===== src/rtl/playlist_mcu_if.sv =====
// Control bus between the button/player side and playlist_mcu.
// SHUFFLE_EN adds the shuffle button and shuffle status lines.
interface playlist_mcu_if #(
  parameter int SONG_W = 2
);
  logic              play_button;
  logic              next_button;
  logic              prev_button;
  logic              reverse_button;
  logic              mode_button;
  logic              song_done;
  logic              play;
  logic              reset_player;
  logic [SONG_W-1:0] song;
  logic              backwards;
  logic [1:0]        repeat_mode;
  logic              at_end;
`ifdef SHUFFLE_EN
  logic              shuffle_button;
  logic              shuffle;
`endif

  modport master (
`ifdef SHUFFLE_EN
    output shuffle_button,
    input  shuffle,
`endif
    output play_button, next_button, prev_button, reverse_button, mode_button, song_done,
    input  play, reset_player, song, backwards, repeat_mode, at_end
  );

  modport slave (
`ifdef SHUFFLE_EN
    input  shuffle_button,
    output shuffle,
`endif
    input  play_button, next_button, prev_button, reverse_button, mode_button, song_done,
    output play, reset_player, song, backwards, repeat_mode, at_end
  );
endinterface


===== src/rtl/playlist_mcu.sv =====
// Playlist sequencer: play/pause/next/prev/reverse/repeat-mode control of the song player.
// Optional SHUFFLE_EN macro adds random song selection driven by an 8-bit LFSR.
module playlist_mcu #(
  parameter int NUM_SONGS = 4,
  parameter int SONG_W    = $clog2(NUM_SONGS)
) (
  input  logic           clk,
  input  logic           reset,
  playlist_mcu_if.slave  bus
);

  typedef enum logic [1:0] {ST_STOPPED, ST_PLAYING, ST_PAUSED, ST_DONE} state_t;
  typedef enum logic [1:0] {MODE_OFF = 2'd0, MODE_ONE = 2'd1, MODE_ALL = 2'd2} mode_t;

  localparam logic [SONG_W-1:0] LAST_SONG = SONG_W'(NUM_SONGS - 1);

  state_t            r_state, w_state;
  mode_t             r_mode, w_mode;
  logic [SONG_W-1:0] r_song, w_song, w_adv;
  logic              r_back, w_back;
  logic              r_rp, w_rp;
  logic              r_play, r_at_end;

  function automatic logic [SONG_W-1:0] song_inc(input logic [SONG_W-1:0] s);
    return (s == LAST_SONG) ? {SONG_W{1'b0}} : s + SONG_W'(1);
  endfunction

  function automatic logic [SONG_W-1:0] song_dec(input logic [SONG_W-1:0] s);
    return (s == {SONG_W{1'b0}}) ? LAST_SONG : s - SONG_W'(1);
  endfunction

`ifdef SHUFFLE_EN
  logic              r_shuffle, w_shuffle;
  logic [7:0]        r_lfsr;
  logic [SONG_W:0]   r_cnt, w_cnt;
  logic [SONG_W-1:0] w_cand_raw, w_cand, w_rand;

  // Fold the LFSR sample into range, never repeating the current song.
  always_comb begin
    w_cand_raw = r_lfsr[SONG_W-1:0];
    if ({1'b0, w_cand_raw} >= (SONG_W+1)'(NUM_SONGS)) begin
      w_cand = w_cand_raw - SONG_W'(NUM_SONGS);
    end else begin
      w_cand = w_cand_raw;
    end
    w_rand = (w_cand == r_song) ? song_inc(r_song) : w_cand;
  end

  assign w_adv = r_shuffle ? w_rand : song_inc(r_song);
`else
  assign w_adv = song_inc(r_song);
`endif

  // Next-state and next-output decode; only the highest-priority input acts.
  always_comb begin
    w_state = r_state;
    w_mode  = r_mode;
    w_song  = r_song;
    w_back  = r_back;
    w_rp    = 1'b0;
`ifdef SHUFFLE_EN
    w_shuffle = r_shuffle;
    w_cnt     = r_cnt;
`endif
    if (bus.play_button) begin
      case (r_state)
        ST_PLAYING: w_state = ST_PAUSED;
        ST_DONE: begin
          w_state = ST_PLAYING;
          w_song  = {SONG_W{1'b0}};
          w_back  = 1'b0;
          w_rp    = 1'b1;
`ifdef SHUFFLE_EN
          w_cnt   = '0;
`endif
        end
        default: w_state = ST_PLAYING;
      endcase
    end else if (bus.next_button || bus.prev_button) begin
      w_song = bus.next_button ? w_adv : song_dec(r_song);
      w_back = 1'b0;
      w_rp   = 1'b1;
`ifdef SHUFFLE_EN
      w_cnt  = '0;
`endif
      case (r_state)
        ST_PAUSED, ST_DONE: w_state = ST_STOPPED;
        default:            w_state = r_state;
      endcase
    end else if (bus.reverse_button) begin
      w_back = ~r_back;
      w_rp   = 1'b1;
      if (r_state == ST_DONE) begin
        w_state = ST_STOPPED;
      end else begin
        w_state = r_state;
      end
    end else if (bus.mode_button) begin
      case (r_mode)
        MODE_OFF: w_mode = MODE_ONE;
        MODE_ONE: w_mode = MODE_ALL;
        default:  w_mode = MODE_OFF;
      endcase
`ifdef SHUFFLE_EN
    end else if (bus.shuffle_button) begin
      w_shuffle = ~r_shuffle;
`endif
    end else if (bus.song_done && (r_state == ST_PLAYING)) begin
      w_rp = 1'b1;
      case (r_mode)
        MODE_ONE: w_song = r_song;
        MODE_ALL: begin
          w_song = w_adv;
          w_back = 1'b0;
        end
        default: begin
          w_back = 1'b0;
`ifdef SHUFFLE_EN
          if (r_shuffle) begin
            w_cnt = r_cnt + (SONG_W+1)'(1);
            if (w_cnt == (SONG_W+1)'(NUM_SONGS)) begin
              w_cnt   = '0;
              w_song  = {SONG_W{1'b0}};
              w_state = ST_DONE;
            end else begin
              w_song  = w_adv;
            end
          end else
`endif
          if (r_song == LAST_SONG) begin
            w_song  = {SONG_W{1'b0}};
            w_state = ST_DONE;
          end else begin
            w_song  = w_adv;
          end
        end
      endcase
    end else begin
      w_state = r_state;
    end
  end

  // State and output registers.
  always_ff @(posedge clk or posedge reset) begin
    if (reset) begin
      r_state  <= ST_STOPPED;
      r_mode   <= MODE_OFF;
      r_song   <= {SONG_W{1'b0}};
      r_back   <= 1'b0;
      r_rp     <= 1'b1;
      r_play   <= 1'b0;
      r_at_end <= 1'b0;
    end else begin
      r_state  <= w_state;
      r_mode   <= w_mode;
      r_song   <= w_song;
      r_back   <= w_back;
      r_rp     <= w_rp;
      r_play   <= (w_state == ST_PLAYING);
      r_at_end <= (w_state == ST_DONE);
    end
  end

`ifdef SHUFFLE_EN
  // Shuffle flag, played counter and free-running LFSR (x^8+x^6+x^5+x^4+1).
  always_ff @(posedge clk or posedge reset) begin
    if (reset) begin
      r_shuffle <= 1'b0;
      r_cnt     <= '0;
      r_lfsr    <= 8'h01;
    end else begin
      r_shuffle <= w_shuffle;
      r_cnt     <= w_cnt;
      r_lfsr    <= {r_lfsr[6:0], ^(r_lfsr & 8'b1011_1000)};
    end
  end

  assign bus.shuffle = r_shuffle;
`endif

  assign bus.play         = r_play;
  assign bus.reset_player = r_rp;
  assign bus.song         = r_song;
  assign bus.backwards    = r_back;
  assign bus.repeat_mode  = r_mode;
  assign bus.at_end       = r_at_end;

endmodule

===== src/flat_wrapper.sv =====
// flat-port wrapper written by rule: the top's interface ports become plain ports
module playlist_mcu_flat 
#(
  parameter int NUM_SONGS = 4,
  parameter int SONG_W    = $clog2(NUM_SONGS)
)
  (clk, reset, bus_play_button, bus_next_button, bus_prev_button, bus_reverse_button, bus_mode_button, bus_song_done, bus_play, bus_reset_player, bus_song, bus_backwards, bus_repeat_mode, bus_at_end);
  playlist_mcu_if #(.SONG_W(SONG_W)) bus_i ();
  input  logic clk;
  input  logic reset;
  input wire logic [$bits(bus_i.play_button)-1:0] bus_play_button;
  input wire logic [$bits(bus_i.next_button)-1:0] bus_next_button;
  input wire logic [$bits(bus_i.prev_button)-1:0] bus_prev_button;
  input wire logic [$bits(bus_i.reverse_button)-1:0] bus_reverse_button;
  input wire logic [$bits(bus_i.mode_button)-1:0] bus_mode_button;
  input wire logic [$bits(bus_i.song_done)-1:0] bus_song_done;
  output wire logic [$bits(bus_i.play)-1:0] bus_play;
  output wire logic [$bits(bus_i.reset_player)-1:0] bus_reset_player;
  output wire logic [$bits(bus_i.song)-1:0] bus_song;
  output wire logic [$bits(bus_i.backwards)-1:0] bus_backwards;
  output wire logic [$bits(bus_i.repeat_mode)-1:0] bus_repeat_mode;
  output wire logic [$bits(bus_i.at_end)-1:0] bus_at_end;
  assign bus_i.play_button = bus_play_button;
  assign bus_i.next_button = bus_next_button;
  assign bus_i.prev_button = bus_prev_button;
  assign bus_i.reverse_button = bus_reverse_button;
  assign bus_i.mode_button = bus_mode_button;
  assign bus_i.song_done = bus_song_done;
  assign bus_play = bus_i.play;
  assign bus_reset_player = bus_i.reset_player;
  assign bus_song = bus_i.song;
  assign bus_backwards = bus_i.backwards;
  assign bus_repeat_mode = bus_i.repeat_mode;
  assign bus_at_end = bus_i.at_end;
  playlist_mcu #(.NUM_SONGS(NUM_SONGS), .SONG_W(SONG_W)) u_core (.clk(clk), .reset(reset), .bus(bus_i));
endmodule

===== config.mk =====
export PLATFORM = sky130hd
export DESIGN_NAME = playlist_mcu_flat
export DESIGN_NICKNAME = d
export VERILOG_FILES = /design/src/rtl/playlist_mcu_if.sv /design/src/rtl/playlist_mcu.sv /design/src/flat_wrapper.sv
export SDC_FILE = /design/constraint.sdc
export NUM_CORES = 1
export LEC_CHECK = 0
export CAP_MARGIN = 20
export CELL_PAD_IN_SITES_DETAIL_PLACEMENT = 1
export CELL_PAD_IN_SITES_GLOBAL_PLACEMENT = 1
export CORE_ASPECT_RATIO = 1.1
export CORE_MARGIN = 8
export CORE_UTILIZATION = 25
export CTS_CLUSTER_DIAMETER = 100
export DETAILED_ROUTE_END_ITERATION = 10
export PLACE_DENSITY = 0.54
export SLEW_MARGIN = 30
export SYNTH_ARGS = -nofsm -noshare
export SYNTH_HDL_FRONTEND = slang
export SYNTH_SLANG_ARGS = --single-unit
export TNS_END_PERCENT = 30

===== constraint.sdc =====
create_clock -name clk -period 3.8 [get_ports clk]
set_clock_uncertainty 0.05 [all_clocks]
set_input_delay 1.14 -clock clk [delete_from_list [all_inputs] [get_ports clk]]
set_output_delay 1.14 -clock clk [all_outputs]
set_load 0.005 [all_outputs]

==> metrics.txt, run 1 <==
slew at the pin closest to its max-slew limit=0.4120 ns; share of layout cells above drive strength 1=20.27%; Overall Power=0.4650 mW; DRC=0; CP Capture Type=flip-flop; Mean Syn Cell Area=11.28 µm²; 1st-iter DRT viols=4; clock slew at reported path FFs=0.06 ns; root buf cell=clkbuf_4; height of the chip=68.73 µm; vias in the first global route=540; f_max=392.6 MHz; Min Hold Slack=0.4521 ns; Mapped Cells=56; setup violators final=0; critical path fanouts, max=10; GRT Total Usage=7.424%; grt ovf=0; row count=19; Final Hold Fails=0; Synth Cell Area=631.9 µm²; syn_nets=69; most common cell after layout, fill and taps aside=clkdlybuf4s50_1; setup TNS=0 ns; Setup Buffers After CTS=0; max cap viols=0; Seq/Total Area, Yosys=39.80%; P_leak=0.3342 nW; RD Place Congestion=0.7156; crit path kind=in -> reg; RSZ-0062 raised after global routing=no; Area Growth Syn to Fin=33.86%; Post-CTS Resized=0; Final HPWL DP=1152 µm; via count=483; maximum vdd drop=246.1 µV; I/O pin cnt=16; most frequent cells in the layout=clkdlybuf4s50_1 (15), dfrtp_1 (9), inv_1 (6), ha_1 (5), a21oi_1 (4); CORE AREA=2449 µm²; Die W=63.94 µm; CTS tree=yes; Worst Path Arrival=2.67 ns; Synth area leader=dfrtp_1; clock net sink count=10; global-route wire length before repair=2497 µm; largest net degree at the start of global routing=11; min Tclk post-route=2.547 ns; Min-Delay Path Class=reg -> reg; required time of the worst setup path=3.92 ns; setup slack after layout=1.253 ns; worst skew pair latency=0.26 ns; Max Slew Vio Count=0; status=finished clean; 1st-pass router iterations=4; Port Buffers=15; fin crit share=67.03%; H-tree depth=1; power density cells=549.8 nW/µm²; starting density of the core=25.80%; WL per Instance=13.43 µm; Max-slew headroom=72.50%; total wire length=1410 µm; yosys warns=0; die area=4394 µm²; Yosys cell types=30; antenna-violating nets left=0; pre-CTS setup slack=0.9613 ns; initial antenna violation count=0; ant diodes=0; # nets final=88; Synth Register Bits=10; Yosys top cell area share=35.64%; synth top area cells=dfrtp_1 (36%), ha_1 (9.9%), nand4bb_4 (4.4%); vias per cell=4.600; # hold bufs at CTS=0; crit start category=primary input; number of buffers created by CTS=3; CTS max path bufs=2
==> critical path, stage by stage <==
cell             delay (ns)
clkdlybuf4s50_1        0.71
a21boi_1               0.39
o22ai_2                0.16
a221oi_2               0.27
==> path summary, 6_finish.rpt <==
kind	end	depth (start not counted)	start	slack, ns
setup / recovery	u_core.bus.song[1]	4	bus_play_button	1.25
hold / removal	u_core.bus.backwards	1	u_core.bus.backwards	0.45
setup reg to reg	u_core.bus.song[0]	6	u_core.bus.repeat_mode[1]	2.23
hold reg to reg	u_core.bus.backwards	1	u_core.bus.backwards	0.45
max in group asynchronous	u_core.bus.reset_player	2	reset	2.27
min in group asynchronous	u_core.bus.song[0]	2	reset	1.11
==> Yosys cell counts <==
cell type	count
o22ai_2	1
dfstp_2	1
nand4bb_4	1
o31ai_2	1
o21a_1	2
a21boi_1	1
a221oi_2	1
xnor2_1	1
dfrtp_1	9
and2_1	1
ha_1	5
nor3_2	1
nor2b_1	1
nor4b_2	1
nand2b_1	2
nand2_1	3
nor4_2	1
mux2_2	2
a211oi_1	1
o21ai_1	1
or3_1	1
a21oi_1	4
inv_1	6
buf_6	1
o31ai_1	1
a31oi_1	1
a22o_1	1
o21ai_0	2
xor2_1	1
a31o_2	1
==> layout make-up <==
type,count,area [µm²]
multi-input combinational,39,346.6
tap,31,38.79
clock buffer,4,36.28
fill,277,1603
inverter,6,22.52
sequential,10,251.5
timing repair buffer,15,150.1
==> power breakdown <==
group	internal [mW]	switching (mW)	total, mW
sequential	0.137	0.0328	0.170
combinational	0.115	0.0858	0.200
clock	0.0581	0.0363	0.0944
==> metrics by stage <==
stage | area, µm² | util (%) | instances
after detailed placement | 809.5 | 33.06 | 101
after global placement | 809.5 | 33.06 | 101
after global routing | 845.8 | 34.54 | 105
after floorplan | 631.9 | - | 56
final | 845.8 | 34.54 | 105
after CTS | 845.8 | 34.54 | 105
==> logic make-up (layout without fill, tap and decap cells) <==
kind of cell / after synthesis / count (layout) / synth area share (%)
buf+inv: 7 / 25 / 5.346
flops: 10 / 10 / 39.80
fa+ha+maj: 5 / 5 / 9.901
simple gates: 12 / 12 / 17.03
compound gates: 18 / 18 / 21.58
mux: 2 / 2 / 3.564
xor+xnor: 2 / 2 / 2.773
==> state kept, by name, summed over array words and instances, names as in the netlist <==
name / flops
u_core.bus.repeat_mode: 2
u_core.bus.song: 2
u_core.r_state: 2
u_core.bus.at_end: 1
u_core.bus.backwards: 1
u_core.bus.play: 1
u_core.bus.reset_player: 1
==> per-layer routing <==
metal | wire length (µm) | vias to the layer above | GRT usage, % | part of all wire, %
li1 | - | 238 | - | -
met1 | 609 | 235 | 8.019 | 43
met2 | 698 | 8 | 12.17 | 50
met3 | 89 | 2 | 2.746 | 6.3
met4 | 12 | 0 | 5.014 | 0.85
met5 | 0 | - | 0 | 0
Power figures use the tool's default switching activity.
==> run 2: changes to the inputs <==
==> constraint.sdc (replaced) <==
create_clock -name clk -period 2.5 [get_ports clk]
set_clock_uncertainty 0.05 [all_clocks]
set_input_delay 0.75 -clock clk [delete_from_list [all_inputs] [get_ports clk]]
set_output_delay 0.75 -clock clk [all_outputs]
set_load 0.005 [all_outputs]
==> run 2 against run 1 <==
Worst setup slack got worse by 0.83 ns. Sequential cell count unchanged. Non-clock buffer count grew 5. Via count grew 5.6%. Global-route usage is 0.54 points higher. Hold slack worse by 0.010 ns. Highest routed layer unchanged. Combinational power rose by 57%. Largest power group unchanged.
==> metrics.txt, run 2 (synthesized netlist as in run 1, its figures left out) <==
setup TNS=0 ns (unchanged); end of the worst hold path=u_core.bus.backwards (unchanged); vias in the first global route=601 (was 540); critical path fanouts, max=1 (was 10); DRC=0 (unchanged); most frequent cells in the layout=clkdlybuf4s50_1 (15), dfrtp_1 (9), inv_1 (6), ha_1 (5), buf_4 (5) (was clkdlybuf4s50_1 (15), dfrtp_1 (9), inv_1 (6), ha_1 (5), a21oi_1 (4)); required time of the worst setup path=1.70 ns (was 3.92 ns); Area after DPL=847.1 µm² (was 809.5 µm²); CP max stage cell=dfstp_2 (was clkdlybuf4s50_1); die area=4394 µm² (unchanged); RD Place Congestion=0.6910 (was 0.7156); Top delay family on crit path=flip-flops (was compound AO/OA/AOI/OAI gates); Max Slew Vio Count=0 (unchanged); starting density of the core=25.80% (unchanged); vias per cell=4.636 (was 4.600); CORE AREA=2449 µm² (unchanged); worst hold stages=1 (unchanged); crit-path max cell delay=0.52 ns (was 0.71 ns); worst skew pair latency=0.27 ns (was 0.26 ns); Setup Buffers After CTS=0 (unchanged); cell count of the worst reg-to-reg path=5 (was 6); share of layout cells above drive strength 1=25.32% (was 20.27%); RR Startpoint=u_core.bus.repeat_mode[0] (was u_core.bus.repeat_mode[1]); Overall Power=0.7249 mW (was 0.4650 mW); P_leak=0.3589 nW (was 0.3342 nW); largest net degree at the start of global routing=11 (unchanged); Min Hold Slack=0.4419 ns (was 0.4521 ns); CP Capture Type=output pin (was flip-flop); antenna-violating nets left=0 (unchanged); flop-to-flop setup slack=0.92 ns (was 2.23 ns); post-route cell area=883.3 µm² (was 845.8 µm²); f_max=482.2 MHz; initial antenna violation count=0 (unchanged); crit start category=flip-flop (was primary input); grt ovf=0 (unchanged); global-route wire length before repair=2725 µm (was 2497 µm); ant diodes=0 (unchanged); status=finished clean (unchanged); total wire length=1513 µm (was 1410 µm); maximum vdd drop=400.5 µV (was 246.1 µV); Max-slew headroom=73.09% (was 72.50%); root buf cell=clkbuf_4 (unchanged); number of buffers created by CTS=3 (unchanged); 1st-pass router iterations=3 (was 4); clock slew at reported path FFs=0.07 ns (was 0.06 ns); 1st-iter DRT viols=5 (was 4); fin crit share=82.95%; I/O pin cnt=16 (unchanged); CP cell instances=clkdlybuf4s50_1 (was clkdlybuf4s50_1 -> a21boi_1 -> o22ai_2 -> a221oi_2); Post-CTS Resized=0 (unchanged); min Tclk post-route=2.074 ns; max cap viols=0 (unchanged); hold wc startpoint=u_core.bus.backwards (unchanged); Final HPWL DP=1236 µm (was 1152 µm); GRT Total Usage=7.966% (was 7.424%); Min-Delay Path Class=reg -> reg (unchanged); Die W=63.94 µm (unchanged); Port Buffers=15 (unchanged); reg-to-reg endpoint=u_core.bus.song[0] (unchanged); Final Hold Fails=0 (unchanged); CP Depth=1 (was 4); WL per Instance=13.75 µm (was 13.43 µm); Buf/Inv on CP=1 (unchanged); crit path kind=reg -> out (was in -> reg); setup violators final=0 (unchanged); slew at the pin closest to its max-slew limit=0.4032 ns (was 0.4120 ns); Area Growth Syn to Fin=39.80% (was 33.86%); most common cell after layout, fill and taps aside=clkdlybuf4s50_1 (unchanged); H-tree depth=1 (unchanged); RSZ-0062 raised after global routing=no (unchanged); CTS tree=yes (unchanged); clock net sink count=10 (unchanged); power density cells=820.7 nW/µm² (was 549.8 nW/µm²); # hold bufs at CTS=0 (unchanged); via count=510 (was 483); Worst Path Arrival=1.27 ns (was 2.67 ns); row count=19 (unchanged); height of the chip=68.73 µm (unchanged); # nets final=93 (was 88); CTS max path bufs=2 (unchanged)
run 2: power breakdown:
group          leakage (nW)  switching, mW  internal, mW
Combinational         0.214          0.134         0.181
Clock                0.0210         0.0630        0.0885
Sequential            0.124         0.0497         0.209
run 2: through the flow:
| stage | setup WS (ns) | std cells | utilization, % |
|---|---|---|---|
| 2_1_floorplan | 0.7462 | 56 | - |
| 3_3_place_gp | 0.2414 | 106 | 34.59 |
| 3_5_place_dp | 0.2521 | 106 | 34.59 |
| 4_1_cts | 0.4099 | 110 | 36.08 |
| 5_1_grt | 0.3697 | 110 | 36.08 |
| 6_report | 0.4262 | 110 | 36.08 |
run 2: routing by layer:
metal / global-route usage [%] / part of all wire [%]
met5: 0 / 0
met4: 3.343 / 1.4
met3: 3.231 / 6.2
met2: 13.43 / 49
met1: 8.851 / 43
run 2: area by class of cell:
cell class | instances | area, µm²
clock buffers | 4 | 36.28
multi-input cells | 39 | 346.6
inverters | 6 | 22.52
flip-flops and latches | 10 | 251.5
well taps | 31 | 38.79
fillers | 278 | 1565
repair buffers | 20 | 187.7
run 2: worst register-to-register path, cell delays in order, from the launching register on:
cell and delay [ns]:
dfrtp_1 0.43, ha_1 0.25, or3_1 0.33, o22ai_2 0.14, o21ai_1 0.09, a22o_1 0.18
run 2: how the worst max path moves through the flow:
stage / from / end
finish: u_core.bus.reset_player / bus_reset_player
global route: u_core.bus.reset_player / bus_reset_player
CTS: u_core.bus.reset_player / bus_reset_player
detailed placement: bus_play_button / u_core.bus.repeat_mode[0]
global placement: bus_next_button / u_core.bus.repeat_mode[0]
floorplan: bus_play_button / u_core.bus.song[0]
